--- config.mk ---
export PLATFORM = sky130hd
export DESIGN_NAME = ram_sp_arbiter_flat
export DESIGN_NICKNAME = d
export VERILOG_FILES = /design/src/rtl/ram_sp_arbiter_pkg.sv /design/src/rtl/ram_sp_arbiter_if.sv /design/src/rtl/ram_sp_arbiter_rr_grant2.sv /design/src/rtl/ram_sp_arbiter.sv /design/src/flat_wrapper.sv
export SDC_FILE = /design/constraint.sdc
export NUM_CORES = 1
export LEC_CHECK = 0
export BUFFER_PORTS_ARGS = -buffer_cell sky130_fd_sc_hd__buf_4
export CAP_MARGIN = 20
export CORE_UTILIZATION = 40
export CTS_CLUSTER_SIZE = 20
export DETAILED_ROUTE_END_ITERATION = 12
export GPL_ROUTABILITY_DRIVEN = 0
export GPL_TIMING_DRIVEN = 1
export PLACE_DENSITY = 0.76
export SYNTH_ARGS = -nofsm -noshare
export SYNTH_HDL_FRONTEND = slang
export SYNTH_HIERARCHICAL = 1
export SYNTH_SLANG_ARGS = --single-unit
--- constraint.sdc ---
create_clock -name clk -period 2.8 [get_ports clk]
set_input_delay 0.56 -clock clk [delete_from_list [all_inputs] [get_ports clk]]
set_output_delay 0.56 -clock clk [all_outputs]
set_load 0.05 [all_outputs]
--- src/rtl/ram_sp_arbiter_pkg.sv ---
// rtl/ram_sp_arbiter_pkg.sv - shared state encoding and default widths for the RAM port arbiter
package ram_sp_arbiter_pkg;
    localparam int DEF_ADDR_W  = 4;
    localparam int DEF_DATA_W  = 8;
    localparam int BURST_CNT_W = 4;

    typedef enum logic [1:0] {
        ST_IDLE = 2'd0,
        ST_OWN0 = 2'd1,
        ST_OWN1 = 2'd2
    } arb_state_t;
endpackage

--- src/rtl/ram_sp_arbiter_if.sv ---
// rtl/ram_sp_arbiter_if.sv - one client's req/gnt transaction port plus its read return
interface ram_sp_arbiter_if
    import ram_sp_arbiter_pkg::*;
#(
    parameter int ADDR_W = DEF_ADDR_W,
    parameter int DATA_W = DEF_DATA_W
);
    logic              req;
    logic              we;
    logic [ADDR_W-1:0] addr;
    logic [DATA_W-1:0] wdata;
    logic              gnt;
    logic              rvalid;
    logic [DATA_W-1:0] rdata;

    modport master (output req, we, addr, wdata, input gnt, rvalid, rdata);
    modport slave  (input req, we, addr, wdata, output gnt, rvalid, rdata);
endinterface

--- src/rtl/ram_sp_arbiter_rr_grant2.sv ---
// rtl/ram_sp_arbiter_rr_grant2.sv - two-way round-robin grant with bounded burst ownership
module ram_sp_arbiter_rr_grant2
    import ram_sp_arbiter_pkg::*;
#(
    parameter int BURST_MAX = 4
) (
    input  logic                   req0,
    input  logic                   req1,
    input  arb_state_t             state,
    input  logic [BURST_CNT_W-1:0] burst_cnt,
    input  logic                   last_owner,
    output logic                   gnt0,
    output logic                   gnt1
);
    localparam logic [BURST_CNT_W-1:0] BURST_LIM = BURST_CNT_W'(BURST_MAX);

    logic keep;
    assign keep = burst_cnt < BURST_LIM;

    // Contention only matters when both ask; a lone requester always wins.
    always_comb begin
        gnt0 = 1'b0;
        gnt1 = 1'b0;
        if (req0 && req1) begin
            case (state)
                ST_OWN0: begin
                    gnt0 = keep;
                    gnt1 = !keep;
                end
                ST_OWN1: begin
                    gnt1 = keep;
                    gnt0 = !keep;
                end
                default: begin
                    gnt0 = last_owner;
                    gnt1 = !last_owner;
                end
            endcase
        end else begin
            gnt0 = req0;
            gnt1 = req1;
        end
    end
endmodule

--- src/rtl/ram_sp_arbiter.sv ---
// rtl/ram_sp_arbiter.sv - shares one single-port sync-read RAM between two clients
module ram_sp_arbiter
    import ram_sp_arbiter_pkg::*;
#(
    parameter int ADDR_W    = DEF_ADDR_W,
    parameter int DATA_W    = DEF_DATA_W,
    parameter int BURST_MAX = 4
) (
    input  logic              clk,
    input  logic              rst_n,
    ram_sp_arbiter_if.slave   port0,
    ram_sp_arbiter_if.slave   port1,
    output logic [ADDR_W-1:0] ram_address,
    output logic [DATA_W-1:0] ram_data_in,
    output logic              ram_write_en,
    input  logic [DATA_W-1:0] ram_data_out
);
    localparam logic [BURST_CNT_W-1:0] BURST_LIM = BURST_CNT_W'(BURST_MAX);

    arb_state_t             state;
    logic                   last_owner;
    logic [BURST_CNT_W-1:0] burst_cnt;
    logic [BURST_CNT_W-1:0] burst_inc;
    logic [ADDR_W-1:0]      addr_q;
    logic                   rvalid0_q;
    logic                   rvalid1_q;
    logic                   gnt0_raw;
    logic                   gnt1_raw;
    logic                   gnt0;
    logic                   gnt1;

    ram_sp_arbiter_rr_grant2 #(.BURST_MAX(BURST_MAX)) u_grant (
        .req0       (port0.req),
        .req1       (port1.req),
        .state      (state),
        .burst_cnt  (burst_cnt),
        .last_owner (last_owner),
        .gnt0       (gnt0_raw),
        .gnt1       (gnt1_raw)
    );

    // Grants imply a request, so a grant alone marks an accepted transaction.
    assign gnt0 = gnt0_raw & rst_n;
    assign gnt1 = gnt1_raw & rst_n;

    assign port0.gnt    = gnt0;
    assign port1.gnt    = gnt1;
    assign port0.rvalid = rvalid0_q;
    assign port1.rvalid = rvalid1_q;
    assign port0.rdata  = rvalid0_q ? ram_data_out : '0;
    assign port1.rdata  = rvalid1_q ? ram_data_out : '0;

    assign burst_inc = (burst_cnt >= BURST_LIM) ? burst_cnt : burst_cnt + BURST_CNT_W'(1);

    // Idle cycles park the address on the last granted one to keep the bus quiet.
    always_comb begin
        ram_address  = addr_q;
        ram_data_in  = '0;
        ram_write_en = 1'b0;
        if (gnt0) begin
            ram_address  = port0.addr;
            ram_data_in  = port0.wdata;
            ram_write_en = port0.we & port0.req;
        end else if (gnt1) begin
            ram_address  = port1.addr;
            ram_data_in  = port1.wdata;
            ram_write_en = port1.we & port1.req;
        end
    end

    always_ff @(posedge clk or negedge rst_n) begin
        if (!rst_n) begin
            state      <= ST_IDLE;
            last_owner <= 1'b1;
            burst_cnt  <= '0;
            addr_q     <= '0;
            rvalid0_q  <= 1'b0;
            rvalid1_q  <= 1'b0;
        end else begin
            rvalid0_q <= gnt0 & ~port0.we;
            rvalid1_q <= gnt1 & ~port1.we;
            if (gnt0 || gnt1) begin
                addr_q <= ram_address;
            end
            if (gnt0) begin
                state      <= ST_OWN0;
                last_owner <= 1'b0;
                burst_cnt  <= (state == ST_OWN0) ? burst_inc : BURST_CNT_W'(1);
            end else if (gnt1) begin
                state      <= ST_OWN1;
                last_owner <= 1'b1;
                burst_cnt  <= (state == ST_OWN1) ? burst_inc : BURST_CNT_W'(1);
            end else begin
                state     <= ST_IDLE;
                burst_cnt <= '0;
            end
        end
    end
endmodule

--- src/flat_wrapper.sv ---
// flat-port wrapper written by rule: the top's interface ports become plain ports
module ram_sp_arbiter_flat import ram_sp_arbiter_pkg::*;
#(
    parameter int ADDR_W    = DEF_ADDR_W,
    parameter int DATA_W    = DEF_DATA_W,
    parameter int BURST_MAX = 4
)
  (clk, rst_n, ram_address, ram_data_in, ram_write_en, ram_data_out, port0_req, port0_we, port0_addr, port0_wdata, port0_gnt, port0_rvalid, port0_rdata, port1_req, port1_we, port1_addr, port1_wdata, port1_gnt, port1_rvalid, port1_rdata);
  ram_sp_arbiter_if #(.ADDR_W(ADDR_W), .DATA_W(DATA_W)) port0_i ();
  ram_sp_arbiter_if #(.ADDR_W(ADDR_W), .DATA_W(DATA_W)) port1_i ();
  input  logic clk;
  input  logic rst_n;
  output logic [ADDR_W-1:0] ram_address;
  output logic [DATA_W-1:0] ram_data_in;
  output logic ram_write_en;
  input  logic [DATA_W-1:0] ram_data_out;
  input wire logic [$bits(port0_i.req)-1:0] port0_req;
  input wire logic [$bits(port0_i.we)-1:0] port0_we;
  input wire logic [$bits(port0_i.addr)-1:0] port0_addr;
  input wire logic [$bits(port0_i.wdata)-1:0] port0_wdata;
  output wire logic [$bits(port0_i.gnt)-1:0] port0_gnt;
  output wire logic [$bits(port0_i.rvalid)-1:0] port0_rvalid;
  output wire logic [$bits(port0_i.rdata)-1:0] port0_rdata;
  input wire logic [$bits(port1_i.req)-1:0] port1_req;
  input wire logic [$bits(port1_i.we)-1:0] port1_we;
  input wire logic [$bits(port1_i.addr)-1:0] port1_addr;
  input wire logic [$bits(port1_i.wdata)-1:0] port1_wdata;
  output wire logic [$bits(port1_i.gnt)-1:0] port1_gnt;
  output wire logic [$bits(port1_i.rvalid)-1:0] port1_rvalid;
  output wire logic [$bits(port1_i.rdata)-1:0] port1_rdata;
  assign port0_i.req = port0_req;
  assign port0_i.we = port0_we;
  assign port0_i.addr = port0_addr;
  assign port0_i.wdata = port0_wdata;
  assign port0_gnt = port0_i.gnt;
  assign port0_rvalid = port0_i.rvalid;
  assign port0_rdata = port0_i.rdata;
  assign port1_i.req = port1_req;
  assign port1_i.we = port1_we;
  assign port1_i.addr = port1_addr;
  assign port1_i.wdata = port1_wdata;
  assign port1_gnt = port1_i.gnt;
  assign port1_rvalid = port1_i.rvalid;
  assign port1_rdata = port1_i.rdata;
  ram_sp_arbiter #(.ADDR_W(ADDR_W), .DATA_W(DATA_W), .BURST_MAX(BURST_MAX)) u_core (.clk(clk), .rst_n(rst_n), .port0(port0_i), .port1(port1_i), .ram_address(ram_address), .ram_data_in(ram_data_in), .ram_write_en(ram_write_en), .ram_data_out(ram_data_out));
endmodule
==> impl_metrics.yaml <==
floorplanning:
  die_w_um: 51.2
  dieArea_sq_um: 2620
  start_util: 0.430
  core_sq_um: 2250
  fp.dieH_um: 51.2
  row_count: 17
  ios: 71
timing:
  setup_slack_ps: -193
  worst_pin_slew_ps: 321
  clock.fmax_ghz: 0.334
  slew_headroom: 0.784
  finalHoldWorstSlack_ps: 258
  finClkSkew_ps: 0.434
  finalCritPeriodShare: 1.07
  rsz0062_at_grt: "true"
  hold_viol_final: 0
  setup_viol_count_final: 13
  drv_slew: 0
  period_needed_ps: 2990
critical_path:
  cp.required_ps: 2240
  reg2reg_to: "u_core/addr_q[2]"
  r2r_start: "u_core/state[1]"
  crit_type: "flop to output pin"
  reg2reg_slack_ps: 470
  start_kind: "flop"
  arrival_ps: 2430
  ff2ff_path_depth: 9
  critPathCaptureType: "output pin"
  cp_max_fo: 7
pwr:
  power.total_uw: 870
  switchingPower_uw: 366
  power_frac_clock: 0.144
  power.density_nw_per_um2: 496
  power.internal_uw: 504
  swShare: 0.421
  p_seq_frac: 0.277
  leakagePower_uw: 0.000887
  vdd_drop_max_v: 0.000387
  power_frac_comb: 0.579
synthesis:
  syn_nets: 139
  yosysSeqAreaShare: 0.337
  synthDistinctLibCells: 31
  ys_warn_count: 6
  synth_area_sq_um: 968
  ys_ff_latch: 13
  synth_cells: 98
  synth.avg_cell_area_sq_um: 9.88
final_layout:
  layout_common_cells: "buf_4 (68), and2_1 (17), buf_6 (15), dfrtp_1 (12), a22o_2 (11)"
  n_antenna_cell: 0
  instances_no_fill: 211
  final_nets: 225
  ff_latch_area_sq_um: 327
  final_common_cell: "buf_4"
  area_growth_pct: 81.3
  multi_input_area_sq_um: 662
  layout-drive-gt1-share: 0.628
  fillers: 162
clocking:
  clock_sinks: 13
  tritoncts: "yes"
  clk_path_buf_depth: 2
  htree_num_levels: 1
  cts-root-buf: "clkbuf_4"
  cts_buffers: 3
  clkLatencyLatePin_ps: 290
  clk_pin_slew_ps: 80
detailed_routing:
  via_count: 1101
  route.detailed.drc: 0
  vias_per_cell: 5.22
  dr.pass1.iters: 4
  drtIter0Drc: 27
  avgRoutedWirePerCell_um: 14.3
  wl_um: 3010
  antenna_left: 0
global_routing:
  grt_pass1_vias: 1016
  grt_max_degree: 24
  gr-total-overflow: 0
  antenna_found_initial: 0
  grt_util_all_layers: 0.233
  grt_pass1_wl_um: 4400
outcome:
  status: "finished with violations"
  violations: "negative setup slack"
place:
  portBuffers: 70
  place_hpwl_um: 2120
  dp.cells: 197
hold_path:
  hold_class: "input pin to asynchronous set/reset pin"
flow_run:
  maxCapViolCount: 0
## power groups by stage
stage	Combinational, uW	Clock (uW)	Sequential, uW
floorplan	292	0	244
global placement	421	0	242
detailed placement	429	0	244
CTS	479	127	241
global route	533	131	245
finish	504	126	241
## cells in the mapped netlist
cell	instances	share of area
a21oi_1	2	0.010
a22o_1	16	0.14
a22o_2	4	0.041
and2_1	18	0.12
and2b_1	1	0.0078
and3b_2	1	0.010
and3b_4	1	0.013
and4bb_2	1	0.013
buf_2	1	0.0052
buf_6	2	0.023
buf_8	1	0.015
dfrtp_1	12	0.31
dfstp_2	1	0.027
ha_1	3	0.039
inv_1	3	0.012
nand2_1	2	0.0078
nand2b_1	2	0.013
nand3_1	3	0.015
nand3b_1	1	0.0078
nor2_1	5	0.019
nor2_8	1	0.021
nor2b_1	2	0.013
nor3_1	2	0.010
nor3b_1	2	0.015
nor4_1	1	0.0065
nor4_2	1	0.013
o21a_1	3	0.023
o21ai_0	1	0.0052
o21ai_1	1	0.0052
o311a_1	2	0.021
or2b_1	2	0.015
## worst max path at each step
stage | from | endpoint | slack [ps] | cells past startpoint
finish | u_core/state[1] | ram_address[0] | -190 | 8
detailed placement | u_core/state[1] | ram_address[1] | 40 | 7
floorplan | u_core/state[0] | ram_address[0] | 10 | 8
CTS | u_core/state[0] | ram_address[1] | -120 | 8
global placement | u_core/state[1] | ram_address[2] | 90 | 8
global route | u_core/state[1] | ram_address[0] | -240 | 8
## critical path, stage by stage (launching register included)
cell and delay (ps):
dfrtp_1 410, buf_6 130, ha_4 210, or2b_1 240, o311a_4 340, and3b_4 370
nor2_8 60, a22o_1 240, buf_6 150
## per-stage QoR
stage	utilization	setup WS, ps	setup TNS (ps)	area [sq um]
after global routing	0.779	-243	-2990	1760
final	0.779	-193	-2290	1760
after CTS	0.745	-117	-1300	1680
after global placement	0.681	90.6	0	1540
after floorplan	-	12.0	0	981
after detailed placement	0.681	35.7	0	1540
## kinds of logic after synthesis
family	after synthesis	share of synthesized area
AO/OA/AOI/OAI	29	0.251
buffers and inverters	7	0.0555
flip-flops	13	0.337
AND/OR/NAND/NOR	46	0.318
adder cells (fa/ha/maj)	3	0.0388
## registers in the layout (all words and copies together) (netlist names)
signal and flops:
u_core/addr_q 4, u_core/burst_cnt 4, u_core/last_owner 1, u_core/port0.rvalid 1, u_core/port1.rvalid 1, u_core/state 2
## what timing repair did
item	in CTS	in global routing
buffers inserted	5	4
setup endpoints to repair	13	13
hold buffers	0	0
pin swaps	5	5
hold endpoints to repair	0	0
resized for setup	21	7
gates cloned	0	1
## final cells by class
| class | instances | share of cell area |
|---|---|---|
| Inverter | 3 | 0.00641 |
| Tap cell | 28 | 0.0200 |
| Clock buffer | 4 | 0.0150 |
| Sequential cell | 13 | 0.186 |
| Multi-Input combinational cell | 79 | 0.377 |
| Timing Repair Buffer | 84 | 0.396 |
## routing by layer
metal  vias to the layer above  track usage  share of wire
li1                        534            -              -
met1                       512        0.238           0.38
met2                        49        0.425           0.54
met3                         6       0.0625          0.066
met4                         0        0.125          0.023
met5                         -            0              0
No activity file was read; power rests on OpenSTA's default activity.
